===== config.mk =====
export PLATFORM = sky130hd
export DESIGN_NAME = sha_state_accumulator
export DESIGN_NICKNAME = d
export VERILOG_FILES = /design/src/rtl/sha_pkg.sv /design/src/rtl/sha_word_acc.sv /design/src/rtl/sha_state_accumulator.sv
export SDC_FILE = /design/constraint.sdc
export NUM_CORES = 2
export LEC_CHECK = 0
export BUFFER_PORTS_ARGS = -buffer_cell sky130_fd_sc_hd__clkbuf_2
export CAP_MARGIN = 5
export CELL_PAD_IN_SITES_DETAIL_PLACEMENT = 0
export CELL_PAD_IN_SITES_GLOBAL_PLACEMENT = 2
export CORE_AREA = 2 2 499 501
export DETAILED_ROUTE_END_ITERATION = 10
export DIE_AREA = 0 0 501 503
export PLACE_DENSITY = 0.48
export RECOVER_POWER = 50
export SLEW_MARGIN = 10
export SYNTH_ARGS = -nofsm -noshare
export SYNTH_HDL_FRONTEND = slang
export SYNTH_SLANG_ARGS = --single-unit
export TNS_END_PERCENT = 100

===== constraint.sdc =====
create_clock -name clk -period 7.8 [get_ports clk]
set_clock_uncertainty 0.2 [all_clocks]
set_input_delay 1.17 -clock clk [delete_from_list [all_inputs] [get_ports clk]]
set_output_delay 1.17 -clock clk [all_outputs]
set_load 0.005 [all_outputs]

===== src/rtl/sha_pkg.sv =====
// Shared constants and types for the SHA-256 chaining-state accumulator.
// Latency: n/a (constants, types and a constant helper function only).
// Backpressure: n/a.
package sha_pkg;

    localparam int WORD_W    = 32;
    localparam int NUM_WORDS = 8;

    // SHA-256 initial hash value, word 0 (H0) at the LSBs.
    localparam logic [NUM_WORDS*WORD_W-1:0] SHA256_IV = {
        32'h5be0cd19, 32'h1f83d9ab, 32'h9b05688c, 32'h510e527f,
        32'ha54ff53a, 32'h3c6ef372, 32'hbb67ae85, 32'h6a09e667
    };

    typedef enum logic [1:0] {
        IDLE  = 2'd0,
        PASS1 = 2'd1,
        PASS2 = 2'd2
    } acc_state_t;

    // IV word for chaining-word index idx. Indices beyond the SHA-256 set
    // (wider parametrisations) start from zero.
    function automatic logic [WORD_W-1:0] iv_word(input int idx);
        if (idx >= 0 && idx < NUM_WORDS) begin
            return SHA256_IV[idx*WORD_W +: WORD_W];
        end
        return '0;
    endfunction

endpackage


===== src/rtl/sha_word_acc.sv =====
// One chaining word: holds H_i and adds the matching working variable into it.
// Latency: 1 cycle from add_en/load/reinit to the updated h.
// Backpressure: none; accepts an update every cycle.
module sha_word_acc
    import sha_pkg::*;
#(
    parameter int               WIDTH   = WORD_W,
    parameter logic [WIDTH-1:0] IV_WORD = '0
) (
    input  logic             clk,
    input  logic             rst_n,
    input  logic             load,      // new message: take init_val
    input  logic [WIDTH-1:0] init_val,  // IV word or midstate word
    input  logic             reinit,    // pass-1 done: return to IV for pass 2
    input  logic             add_en,    // accumulate add_val this cycle
    input  logic [WIDTH-1:0] add_val,
    output logic [WIDTH-1:0] h,
    output logic [WIDTH-1:0] sum        // h + add_val, for digest capture
);

    // Modulo-2^WIDTH add; the carry out of the word is dropped.
    assign sum = h + add_val;

    // Word register: a new message beats the pass-2 re-init, which beats accumulation.
    always_ff @(posedge clk or negedge rst_n) begin
        if (!rst_n) begin
            h <= IV_WORD;
        end else if (load) begin
            h <= init_val;
        end else if (reinit) begin
            h <= IV_WORD;
        end else if (add_en) begin
            h <= sum;
        end
    end

endmodule


===== src/rtl/sha_state_accumulator.sv =====
// SHA chaining-state accumulator: adds engine working variables into H after each block.
// Latency: 1 cycle from upd_valid to updated h_out; digest_valid 1 cycle after last block.
// Backpressure: none; upd_valid is accepted on every cycle while busy, ignored in IDLE.
module sha_state_accumulator
    import sha_pkg::*;
#(
    parameter int WORDS     = NUM_WORDS,
    parameter int WIDTH     = WORD_W,
    parameter int CNT_W     = 8,
    parameter int DOUBLE_EN = 1
) (
    input  logic                   clk,
    input  logic                   rst_n,
    input  logic                   start,
    input  logic                   mid_load,
    input  logic [WORDS*WIDTH-1:0] mid_in,
    input  logic                   dbl,
    input  logic                   upd_valid,
    input  logic                   upd_last,
    input  logic [WORDS*WIDTH-1:0] work_in,
    output logic [WORDS*WIDTH-1:0] h_out,
    output logic [WORDS*WIDTH-1:0] first_digest,
    output logic [WORDS*WIDTH-1:0] digest,
    output logic                   digest_valid,
    output logic                   busy,
    output logic                   pass2,
    output logic [CNT_W-1:0]       blk_cnt
);

    acc_state_t state;
    acc_state_t state_nxt;

    logic                   dbl_r;
    logic                   restart;
    logic                   blk_fire;
    logic                   blk_last;
    logic                   to_pass2;
    logic                   finish;
    logic [WORDS*WIDTH-1:0] sum_all;

    // A new message (either kind) overrides anything else in the same cycle,
    // so a block arriving together with start/mid_load is dropped.
    assign restart  = start | mid_load;
    assign blk_fire = busy & upd_valid & ~restart;
    assign blk_last = blk_fire & upd_last;
    assign to_pass2 = blk_last & (state == PASS1) & dbl_r;
    assign finish   = blk_last & ~to_pass2;

    // State register.
    always_ff @(posedge clk or negedge rst_n) begin
        if (!rst_n) begin
            state <= IDLE;
        end else begin
            state <= state_nxt;
        end
    end

    // Next-state: restart always lands in PASS1; last block either chains to PASS2 or ends.
    always_comb begin
        state_nxt = state;
        if (restart) begin
            state_nxt = PASS1;
        end else begin
            case (state)
                IDLE:    state_nxt = IDLE;
                PASS1:   if (blk_last) state_nxt = dbl_r ? PASS2 : IDLE;
                PASS2:   if (blk_last) state_nxt = IDLE;
                default: state_nxt = IDLE;
            endcase
        end
    end

    // State-decoded outputs.
    always_comb begin
        busy  = 1'b0;
        pass2 = 1'b0;
        case (state)
            PASS1:   busy = 1'b1;
            PASS2: begin
                busy  = 1'b1;
                pass2 = 1'b1;
            end
            default: ;
        endcase
    end

    // Double-hash request is latched at message start; forced off when the mode is absent.
    always_ff @(posedge clk or negedge rst_n) begin
        if (!rst_n) begin
            dbl_r <= 1'b0;
        end else if (restart) begin
            dbl_r <= dbl & (DOUBLE_EN != 0);
        end
    end

    // Block counter: a midstate already accounts for one block; pass 2 counts from zero.
    always_ff @(posedge clk or negedge rst_n) begin
        if (!rst_n) begin
            blk_cnt <= '0;
        end else if (restart) begin
            blk_cnt <= mid_load ? CNT_W'(1) : '0;
        end else if (to_pass2) begin
            blk_cnt <= '0;
        end else if (blk_fire) begin
            blk_cnt <= blk_cnt + CNT_W'(1);
        end
    end

    // Result registers: pass-1 digest kept for the second hash, final digest plus a one-cycle strobe.
    always_ff @(posedge clk or negedge rst_n) begin
        if (!rst_n) begin
            first_digest <= '0;
            digest       <= '0;
            digest_valid <= 1'b0;
        end else begin
            digest_valid <= finish;
            if (to_pass2) begin
                first_digest <= sum_all;
            end
            if (finish) begin
                digest <= sum_all;
            end
        end
    end

    // One independent word accumulator per chaining word; no carry crosses words.
    for (genvar i = 0; i < WORDS; i++) begin : g_word
        localparam logic [WIDTH-1:0] IVW = WIDTH'(iv_word(i));

        sha_word_acc #(
            .WIDTH   (WIDTH),
            .IV_WORD (IVW)
        ) u_acc (
            .clk      (clk),
            .rst_n    (rst_n),
            .load     (restart),
            .init_val (mid_load ? mid_in[i*WIDTH +: WIDTH] : IVW),
            .reinit   (to_pass2),
            .add_en   (blk_fire),
            .add_val  (work_in[i*WIDTH +: WIDTH]),
            .h        (h_out[i*WIDTH +: WIDTH]),
            .sum      (sum_all[i*WIDTH +: WIDTH])
        );
    end

endmodule


==> flow_metrics.tcl <==
set metrics [dict create \
    num_vias 41200 \
    holdBufCountCts 0 \
    worstRegToRegCells 13 \
    hold_path_end "digest[33]" \
    p_seq_share_pct 34.4 \
    post-cts-setup-buffers 0 \
    num_rows 183 \
    crit_arrival_ns 6.36 \
    drt-initial-drc-count 2589 \
    finalNonFillerCells 9399 \
    min_period_ns 5.78 \
    reg2reg_slack_ns 3.27 \
    synth_largest_area_cell "dfrtp_1" \
    avgSynthCellArea_um2 8.78 \
    timing.rr.end "first_digest[88]" \
    cts_buffers 109 \
    finalSetupTns_ns 0 \
    violations "capacitance limit, slew limit" \
    htree_num_levels 3 \
    grt_pass1_vias 41700 \
    core_area_mm2 0.247 \
    post-route-period-util_pct 74.1 \
    synth_nets 5594 \
    grt_usage_pct 20.1 \
    regArea_mm2 0.0197 \
    grt.overflow.total 0 \
    status "finished, violations left" \
    nets 6811 \
    slowest_delay_ns 3.74 \
    dp.cells 9159 \
    reg2reg_from "g_word[2].u_acc.h[0]" \
    cp_data_required_time_ns 8.37 \
    start_kind "input port" \
    power_switching_mw 7.59 \
    finalHoldViolCount 0 \
    wirelength_um 262000 \
    dr.pass1.iters 5 \
    p_leak_nw 27.1 \
    clock_sinks 780 \
    routedWlPerCell_um 27.9 \
    power_density_mw_per_mm2 334 \
    maxClockFrequency_mhz 173 \
    synth_area_leaders "dfrtp_1, nand2_1, dfstp_2, ha_1, a21oi_1" \
    die_y_um 503 \
    critPathCaptureType "asynchronous set/reset pin" \
    critical_path.top_delay_family "buffers and inverters" \
    comb_power_share_pct 36.5 \
    yosys.area.top_type_share_pct 38.1 \
    vias_per_cell 4.39 \
    internal_power_mw 11.1 \
    vdd_drop_max_mv 0.187 \
    cp_num_buf_inv 3 \
    slew_violations 72 \
    portBuffers 1297 \
    synth_ff_type "dfrtp_1" \
    async_flop_share_pct 100 \
    slew_headroom_pct -263 \
    synth-edff-count 0 \
    clk_pin_slew_ns 0.06 \
    nFillCells 27600 \
    power_mw 18.7 \
    path_cells "clkbuf_1 -> buf_4 -> buf_4" \
    cts_resized 0 \
    drive_gt1_share_pct 22.9 \
    swShare_pct 40.5 \
    clk_latency_ns 0.78 \
    worstSetupPathType "in -> async" \
    cp_slowest_cell "clkbuf_1" \
    synth_area_mm2 0.0423 \
    ys_ff_latch 780 \
    hold_start "digest[33]" \
    start_util_pct 17.1 \
    route.detailed.drc 0 \
    clock_path_buffers 3 \
    synth-warning-count 0 \
    grt_pass1_wl_um 358000 \
    ant_nets 0 \
    cts_tree "done" \
    holdPathStages 2 \
    cp.depth 3 \
    ys_top_cells_by_count "nand2_1, dfrtp_1, nor2_1, a21oi_1, o21ai_0" \
    antenna_found_initial 124 \
    dieArea_mm2 0.252 \
    cap_violations 1 \
    yosysMostFrequentCell "nand2_1" \
    dieWidth_um 501 \
    worstHoldPathType "reg -> reg" \
    multi_input_area_mm2 0.0215 \
    hpwl_um 201000 \
    ys_seq_area_share_pct 46.5 \
    gp_congestion 0.835 \
    grt_max_degree 143 \
    worst_pin_slew_ns 5.45 \
    syn_to_final_growth_pct 32.5 \
    cp_max_fo 71 \
    cts-root-buf "clkbuf_16" \
    io_pins 1298 \
    cp_common_cell "buf_4" \
    setup_viol 0 \
    clockPowerShare_pct 29.1 \
    synthCells 4816 \
    rsz0062_at_grt "false" \
    synth_cell_types 74 \
]
[sequential cells by signal, summed over array words and instances (netlist names)]
signal / cells
digest: 256
first_digest: 256
g_word.u_acc.h: 256
blk_cnt: 8
state: 2
dbl_r: 1
digest_valid: 1
[per-layer routing]
metal / vias up / wire length (um) / GRT usage, %
met1: 20300 / 109000 / 24.5
met5: - / 624 / 0
li1: 19200 / - / -
met2: 1315 / 122000 / 33.3
met4: 104 / 7610 / 5.92
met3: 339 / 22400 / 7.15
[worst max-delay path by stage]
stage / startpoint / endpoint / slack [ns]
6_report: rst_n / first_digest[131] / 2.02
5_1_grt: rst_n / first_digest[131] / 1.42
4_1_cts: mid_load / g_word[7].u_acc.h[30] / 3.02
3_5_place_dp: mid_load / g_word[7].u_acc.h[30] / 2.16
3_3_place_gp: mid_load / g_word[7].u_acc.h[30] / 2.23
2_1_floorplan: work_in[160] / g_word[5].u_acc.h[28] / 3.44
[layout by cell type (no fill, tap or decap), types with 59 or more instances in the layout]
cell / n
xor2_1: 60
o22ai_1: 111
dfstp_2: 136
a21oi_1: 346
nor2_1: 366
inv_1: 87
o21ai_0: 319
ha_1: 251
clkbuf_1: 347
dfrtp_1: 644
a221oi_1: 59
a21o_1: 143
clkbuf_16: 111
nand2_1: 1291
clkbuf_2: 979
xnor2_1: 170
[through the flow]
step                worst slack (ns)  util, %  hold slack [ns]  instance area [um^2]
floorplan                       3.44        -            0.263                 42300
global placement                2.23     21.3            0.253                 52500
detailed placement              2.16     21.3            0.262                 52500
CTS                             3.02     22.8            0.166                 56400
global route                    1.42     22.7            0.289                 56000
finish                          2.02     22.7            0.270                 56100
[power groups by stage]
stage               combinational [mW]  clock [mW]  sequential [mW]
floorplan                         3.16           0             6.36
global placement                  7.15           0             6.50
detailed placement                7.13           0             6.52
CTS                               7.16        5.66             6.47
global route                      7.56        5.81             6.62
finish                            6.83        5.45             6.44
[worst reg2reg max path, delay by kind of cell (launching register included)]
kind | cells | cell delay, ns
AO/OA/AOI/OAI | 8 | 2.13
XOR/XNOR | 1 | 0.52
adder cells (fa/ha/maj) | 2 | 0.73
flip-flops | 1 | 0.40
multiplexers | 1 | 0.27
AND/OR/NAND/NOR | 1 | 0.21
[cells by family (layout without fill, tap and decap cells)]
group	Yosys count	in the layout	share of synthesized area (%)
XOR/XNOR	231	231	4.78
adder cells (fa/ha/maj)	259	259	7.80
other	0	35	0
flip-flops	780	780	46.5
multiplexers	31	31	0.802
AO/OA/AOI/OAI	1262	1262	18.7
buffers and inverters	328	1639	2.91
AND/OR/NAND/NOR	1925	1925	18.5
[area by class of cell]
| class | count | share of cell area [%] |
|---|---|---|
| flip-flops and latches | 780 | 35.1 |
| well taps | 3237 | 7.23 |
| diodes | 35 | 0.156 |
| multi-input cells | 3708 | 38.3 |
| inverters | 89 | 0.618 |
| clock buffers | 174 | 5.90 |
| clock inverters | 31 | 0.944 |
| repair buffers | 1345 | 11.8 |
(Power assumes the default switching activity.)
